$ cat src/rtl/dac_writer.sv
// SPI mode-0 transmitter for a serial DAC: latches {channel, CTRL, code} on go, shifts it
// MSB-first under cs, then strobes ldac_n to update the DAC output.
module dac_writer #(
    parameter int unsigned DATA_BITS   = 12,
    parameter logic [1:0]  CTRL        = 2'b01,
    parameter int unsigned HALF_PERIOD = 8
) (
    input  logic                 clkin,
    input  logic                 rst,
    input  logic                 go,
    input  logic [1:0]           channel,
    input  logic [DATA_BITS-1:0] data_i,
    output logic                 state,
    output logic                 done,
    output logic                 sclk,
    output logic                 mosi,
    output logic                 cs,
    output logic                 ldac_n
);

    localparam int unsigned FrameBits = 4 + DATA_BITS;
    localparam int unsigned CntW      = (HALF_PERIOD > 1) ? $clog2(HALF_PERIOD) : 1;
    localparam int unsigned BitW      = $clog2(FrameBits);
    localparam logic [CntW-1:0] CntLoad = CntW'(HALF_PERIOD - 1);
    localparam logic [BitW-1:0] BitLoad = BitW'(FrameBits - 1);

    typedef enum logic [2:0] {StIdle, StSetup, StSclkLo, StSclkHi, StHold, StLdac} fsm_e;

    fsm_e                 fsm_q, fsm_d;
    logic [CntW-1:0]      cnt_q, cnt_d;
    logic [BitW-1:0]      bit_q, bit_d;
    logic [FrameBits-1:0] sr_q, sr_d;
    logic                 busy_q, busy_d;
    logic                 done_q, done_d;
    logic                 sclk_q, sclk_d;
    logic                 mosi_q, mosi_d;
    logic                 cs_q, cs_d;
    logic                 ldac_q, ldac_d;
    logic                 cnt_last;

    assign cnt_last = (cnt_q == '0);

    always_comb begin
        fsm_d  = fsm_q;
        cnt_d  = cnt_last ? CntLoad : cnt_q - 1'b1;
        bit_d  = bit_q;
        sr_d   = sr_q;
        busy_d = busy_q;
        done_d = 1'b0;
        sclk_d = sclk_q;
        mosi_d = mosi_q;
        cs_d   = cs_q;
        ldac_d = ldac_q;
        unique case (fsm_q)
            StIdle: begin
                cnt_d = CntLoad;
                if (go) begin
                    fsm_d  = StSetup;
                    busy_d = 1'b1;
                    cs_d   = 1'b0;
                    sr_d   = {channel, CTRL, data_i};
                    mosi_d = channel[1];
                    bit_d  = BitLoad;
                end else begin
                    cs_d   = 1'b1;
                    sclk_d = 1'b0;
                    ldac_d = 1'b1;
                end
            end
            StSetup: if (cnt_last) fsm_d = StSclkLo;
            StSclkLo: begin
                if (cnt_last) begin
                    sclk_d = 1'b1;
                    fsm_d  = StSclkHi;
                end
            end
            StSclkHi: begin
                if (cnt_last) begin
                    sclk_d = 1'b0;
                    if (bit_q == '0) begin
                        fsm_d  = StHold;
                        mosi_d = 1'b0;
                    end else begin
                        // Next bit changes on the same edge as the sclk fall.
                        bit_d  = bit_q - 1'b1;
                        sr_d   = sr_q << 1;
                        mosi_d = sr_q[FrameBits-2];
                        fsm_d  = StSclkLo;
                    end
                end
            end
            StHold: begin
                if (cnt_last) begin
                    cs_d   = 1'b1;
                    ldac_d = 1'b0;
                    fsm_d  = StLdac;
                end
            end
            StLdac: begin
                if (cnt_last) begin
                    ldac_d = 1'b1;
                    busy_d = 1'b0;
                    done_d = 1'b1;
                    fsm_d  = StIdle;
                end
            end
            default: fsm_d = StIdle;
        endcase
    end

    always_ff @(posedge clkin) begin
        if (rst) begin
            fsm_q  <= StIdle;
            cnt_q  <= CntLoad;
            bit_q  <= '0;
            sr_q   <= '0;
            busy_q <= 1'b0;
            done_q <= 1'b0;
            sclk_q <= 1'b0;
            mosi_q <= 1'b0;
            cs_q   <= 1'b1;
            ldac_q <= 1'b1;
        end else begin
            fsm_q  <= fsm_d;
            cnt_q  <= cnt_d;
            bit_q  <= bit_d;
            sr_q   <= sr_d;
            busy_q <= busy_d;
            done_q <= done_d;
            sclk_q <= sclk_d;
            mosi_q <= mosi_d;
            cs_q   <= cs_d;
            ldac_q <= ldac_d;
        end
    end

    assign state  = busy_q;
    assign done   = done_q;
    assign sclk   = sclk_q;
    assign mosi   = mosi_q;
    assign cs     = cs_q;
    assign ldac_n = ldac_q;

endmodule

$ cat config.mk
export PLATFORM = sky130hd
export DESIGN_NAME = dac_writer
export DESIGN_NICKNAME = d
export VERILOG_FILES = /design/src/rtl/dac_writer.sv
export SDC_FILE = /design/constraint.sdc
export NUM_CORES = 1
export LEC_CHECK = 0
export ABC_AREA = 0
export CORE_ASPECT_RATIO = 2
export CORE_MARGIN = 4
export CORE_UTILIZATION = 53
export CTS_BUF_LIST = sky130_fd_sc_hd__clkbuf_16
export DETAILED_ROUTE_END_ITERATION = 12
export PLACE_DENSITY = 0.76
export RECOVER_POWER = 25
export SYNTH_ARGS = -nofsm -noshare
export SYNTH_HDL_FRONTEND = slang
export SYNTH_SLANG_ARGS = --single-unit
$ cat constraint.sdc
create_clock -name clkin -period 1.88 [get_ports clkin]
set_input_delay 0.282 -clock clkin [delete_from_list [all_inputs] [get_ports clkin]]
set_output_delay 0.282 -clock clkin [all_outputs]
set_load 0.1 [all_outputs]
==> impl_results.md <==
- CP delay by family, top: compound AO/OA/AOI/OAI gates
- Worst hold path class: flop to flop
- Port Buffers: 22
- Worst reg2reg startpoint: bit_q[0]
- Die height: between 80 and 90 µm
- Post-Syn Area per Cell: 8.640 µm²
- Synthesized area: 1555 µm²
- Leading cell type in the layout, fill and taps excluded: nand2_1
- Final Slew Violations: 0
- Die area: 3918 µm²
- Hold Startpoint: cnt_q[0]
- Relative slew slack: ~64%
- Routability cong.: between 0.8 and 0.9
- Synth Area in Compound Gates: 29.12%
- Worst setup EP type: flop
- Clk Latency, worst-skew pair: between 0.2 and 0.3 ns
- LEAKAGE: roughly 0.00075 µW
- Setup TNS: 0 ns
- Critical Path Start Type: flop
- Clk sink count: 31
- Number of synthesized register bits: 31
- Status: completed
- Flop2flop setup slack: approximately 0.14 ns
- Max Freq: 576.3 MHz
- Iter 0 DRT Violations: between 40 and 50
- Slowest cell on the critical path: dfxtp_1
- Largest stage delay on the critical path: around 0.35 ns
- Combinational family with the most area after synthesis: compound AO/OA/AOI/OAI gates
- Post-route ant nets: 0
- Fillers: 242
- Worst Max-Slew Pin Slew: 0.5411 ns
- Hold path endpoint: cnt_q[0]
- CTS Buf Count: 5
- Placed Cells: 227
- Non-filler cells, final: 235
- GRT Overall Usage: between 20% and 30%
- Clock Path Buffers: 2
- Number of global-route vias before repair: 1528
- Critical path peak fanout: 14
- Peak supply drop: 1.012 mV
- CTS H-tree depth: 2
- Core Region: 2770 µm²
- RSZ-0062 raised after global routing: no
- Synth Area in Adders: 2.414%
- CP Class: flop to flop
- Max_cap viols: 0
- R2r endpoint: bit_q[1]
- Seq/Total Area, Yosys: approximately two fifths
- Routed len/inst: 16.11 µm
- Area Overhead vs Synth: 24.54%
- Synth warn: 0
- First-pass GRT wire length: around 6500 µm
- # Post-CTS Setup Buffers: 0
- Simple-gate share of the synthesized area: 20.03%
- Root Driver: clkbuf_16
- Depth of the worst hold-timing path: 1
- Mux cell area share after synthesis: 0%
- Final hold vios: 0
- Antenna cells: 0
- Area leader, netlist: dfxtp_1
- Buffer and inverter count on the worst path: 2
- Core occupancy in the finished layout: 69.92%
- First drt pass iteration count: 5
- Final #Nets: 225
- Grt total ovfl: 0
- Hpwl dp: 2761 µm
- DR vias: around 1500
- CTS tree: built
- Pwr/cell area: 884.4 nW/µm²
- CP Cell Sequence: inv_1 -> ha_1 -> nor3b_4 -> o21a_2 -> nor2_4 -> buf_12 -> a311oi_1
- Worst Path Required: 2.06 ns
- DRT Wirelength: 3785 µm
- Initial antenna violation count: 0
- Distinct cell type count after synthesis: 40
- Clock Skew: about 0.0025 ns
- DRC Markers: 0
- Cell count after synthesis: 180
- CTS clk-pin slew, worst paths: roughly 0.050 ns
- Largest net degree at the start of global routing: 19
- Most frequent cells in the layout: 32 x nand2_1, 31 x dfxtp_1, 28 x a21oi_1
- Top_reg_cell synth: dfxtp_1
- Top cell type's share of synthesized area: between 30% and 40%
- IO Count: 23
- Syn nets: 200
- Final worst path period share: 92.30%
- Die Wd: 46.31 µm
- Share of cells above drive strength 1: around 18%
- R2R depth: 7
- Hold WS: 0.3790 ns
- Row Count: 27
- Via density: 6.179
- Initial Util: 56.14%
- EDFF count, synth: 0
- Post-Synth XOR/XNOR Area: 0.5632%
- Ys async rst share: 0%
- Tmin final: 1.735 ns
- Area contributors post-synth: dfxtp_1 40%, a21oi_1 9.0%, a311oi_2 7.7%
- Crit path DAT: ~1.9 ns
- # setup viols final: 0
-- power breakdown --
part | switching, µW | internal, µW
Combinational | 135 | 111
Sequential | 26.4 | 698
Clock | 267 | 475
-- layer usage --
| layer | GRT usage [%] | up-vias | share of wire, % |
|---|---|---|---|
| met5 | 0 | - | 0 |
| met3 | 5.365 | 17 | 4.7 |
| met2 | 38.32 | 40 | 55 |
| met1 | 22.77 | 693 | 36 |
| met4 | 11.92 | 0 | 4.0 |
| li1 | - | 702 | - |
-- logic make-up (layout without fill, tap and decap cells) --
group	Yosys count	count (layout)
AND/OR/NAND/NOR	61	61
buffers and inverters	23	49
AO/OA/AOI/OAI	61	61
adder cells (fa/ha/maj)	3	3
XOR/XNOR	1	1
flip-flops	31	31
-- synthesized netlist by cell type (2+ instances only) --
| cell type | number |
|---|---|
| nand2_1 | 32 |
| dfxtp_1 | 31 |
| a21oi_1 | 28 |
| clkbuf_1 | 9 |
| a311oi_2 | 8 |
| a311oi_1 | 7 |
| inv_1 | 6 |
| o21ai_0 | 6 |
| nor2_1 | 5 |
| nor3_1 | 4 |
| nor4_1 | 4 |
| a211oi_1 | 3 |
| ha_1 | 3 |
| buf_6 | 2 |
| clkbuf_2 | 2 |
| nand2b_1 | 2 |
| nand3_1 | 2 |
| nand3b_1 | 2 |
| nor2b_1 | 2 |
| o21a_1 | 2 |
-- sequential cells by signal, indices dropped and copies added (netlist names) --
signal and flops:
sclk 1, state 1, sr_q 15, mosi 1, ldac_n 1, cnt_q 3, fsm_q 3, cs 1
done 1, bit_q 4
-- how the worst max path moves through the flow --
stage,from,to,slack (ns),cells after the start
after floorplan,bit_q[0],sr_q[2],0.32,7
after global placement,go,sr_q[10],0.04,6
after detailed placement,go,sr_q[8],-0.002,6
after CTS,bit_q[0],bit_q[1],0.09,7
after global routing,bit_q[0],bit_q[1],0.005,7
final,bit_q[0],bit_q[1],0.14,7
-- per-stage QoR --
stage                     total power (µW)  setup WS [ns]  cell area (µm²)
after floorplan                      900.9         0.3165             1555
after global placement               978.3        0.04070             1818
after detailed placement             986.9      -0.001765             1818
after CTS                             1728        0.08623             1954
after global routing                  1785       0.005059             1937
final                                 1713         0.1448             1937
-- final cells by class --
cell class	count	area, µm²	share of cell area (%)
Timing Repair Buffer	35	309.0	15.96
Multi-Input combinational cell	126	812.0	41.93
Clock inverter	3	11.26	0.5814
Inverter	6	22.52	1.163
Clock buffer	5	125.1	6.460
Sequential cell	31	620.6	32.04
Tap cell	29	36.28	1.873
-- timing repair --
action,CTS,global route
endpoints found under the setup margin,0,1
endpoints found under the hold margin,0,0
hold buffers,0,0
resized for setup,0,1
Note: power is estimated with default switching activity, not from simulation.
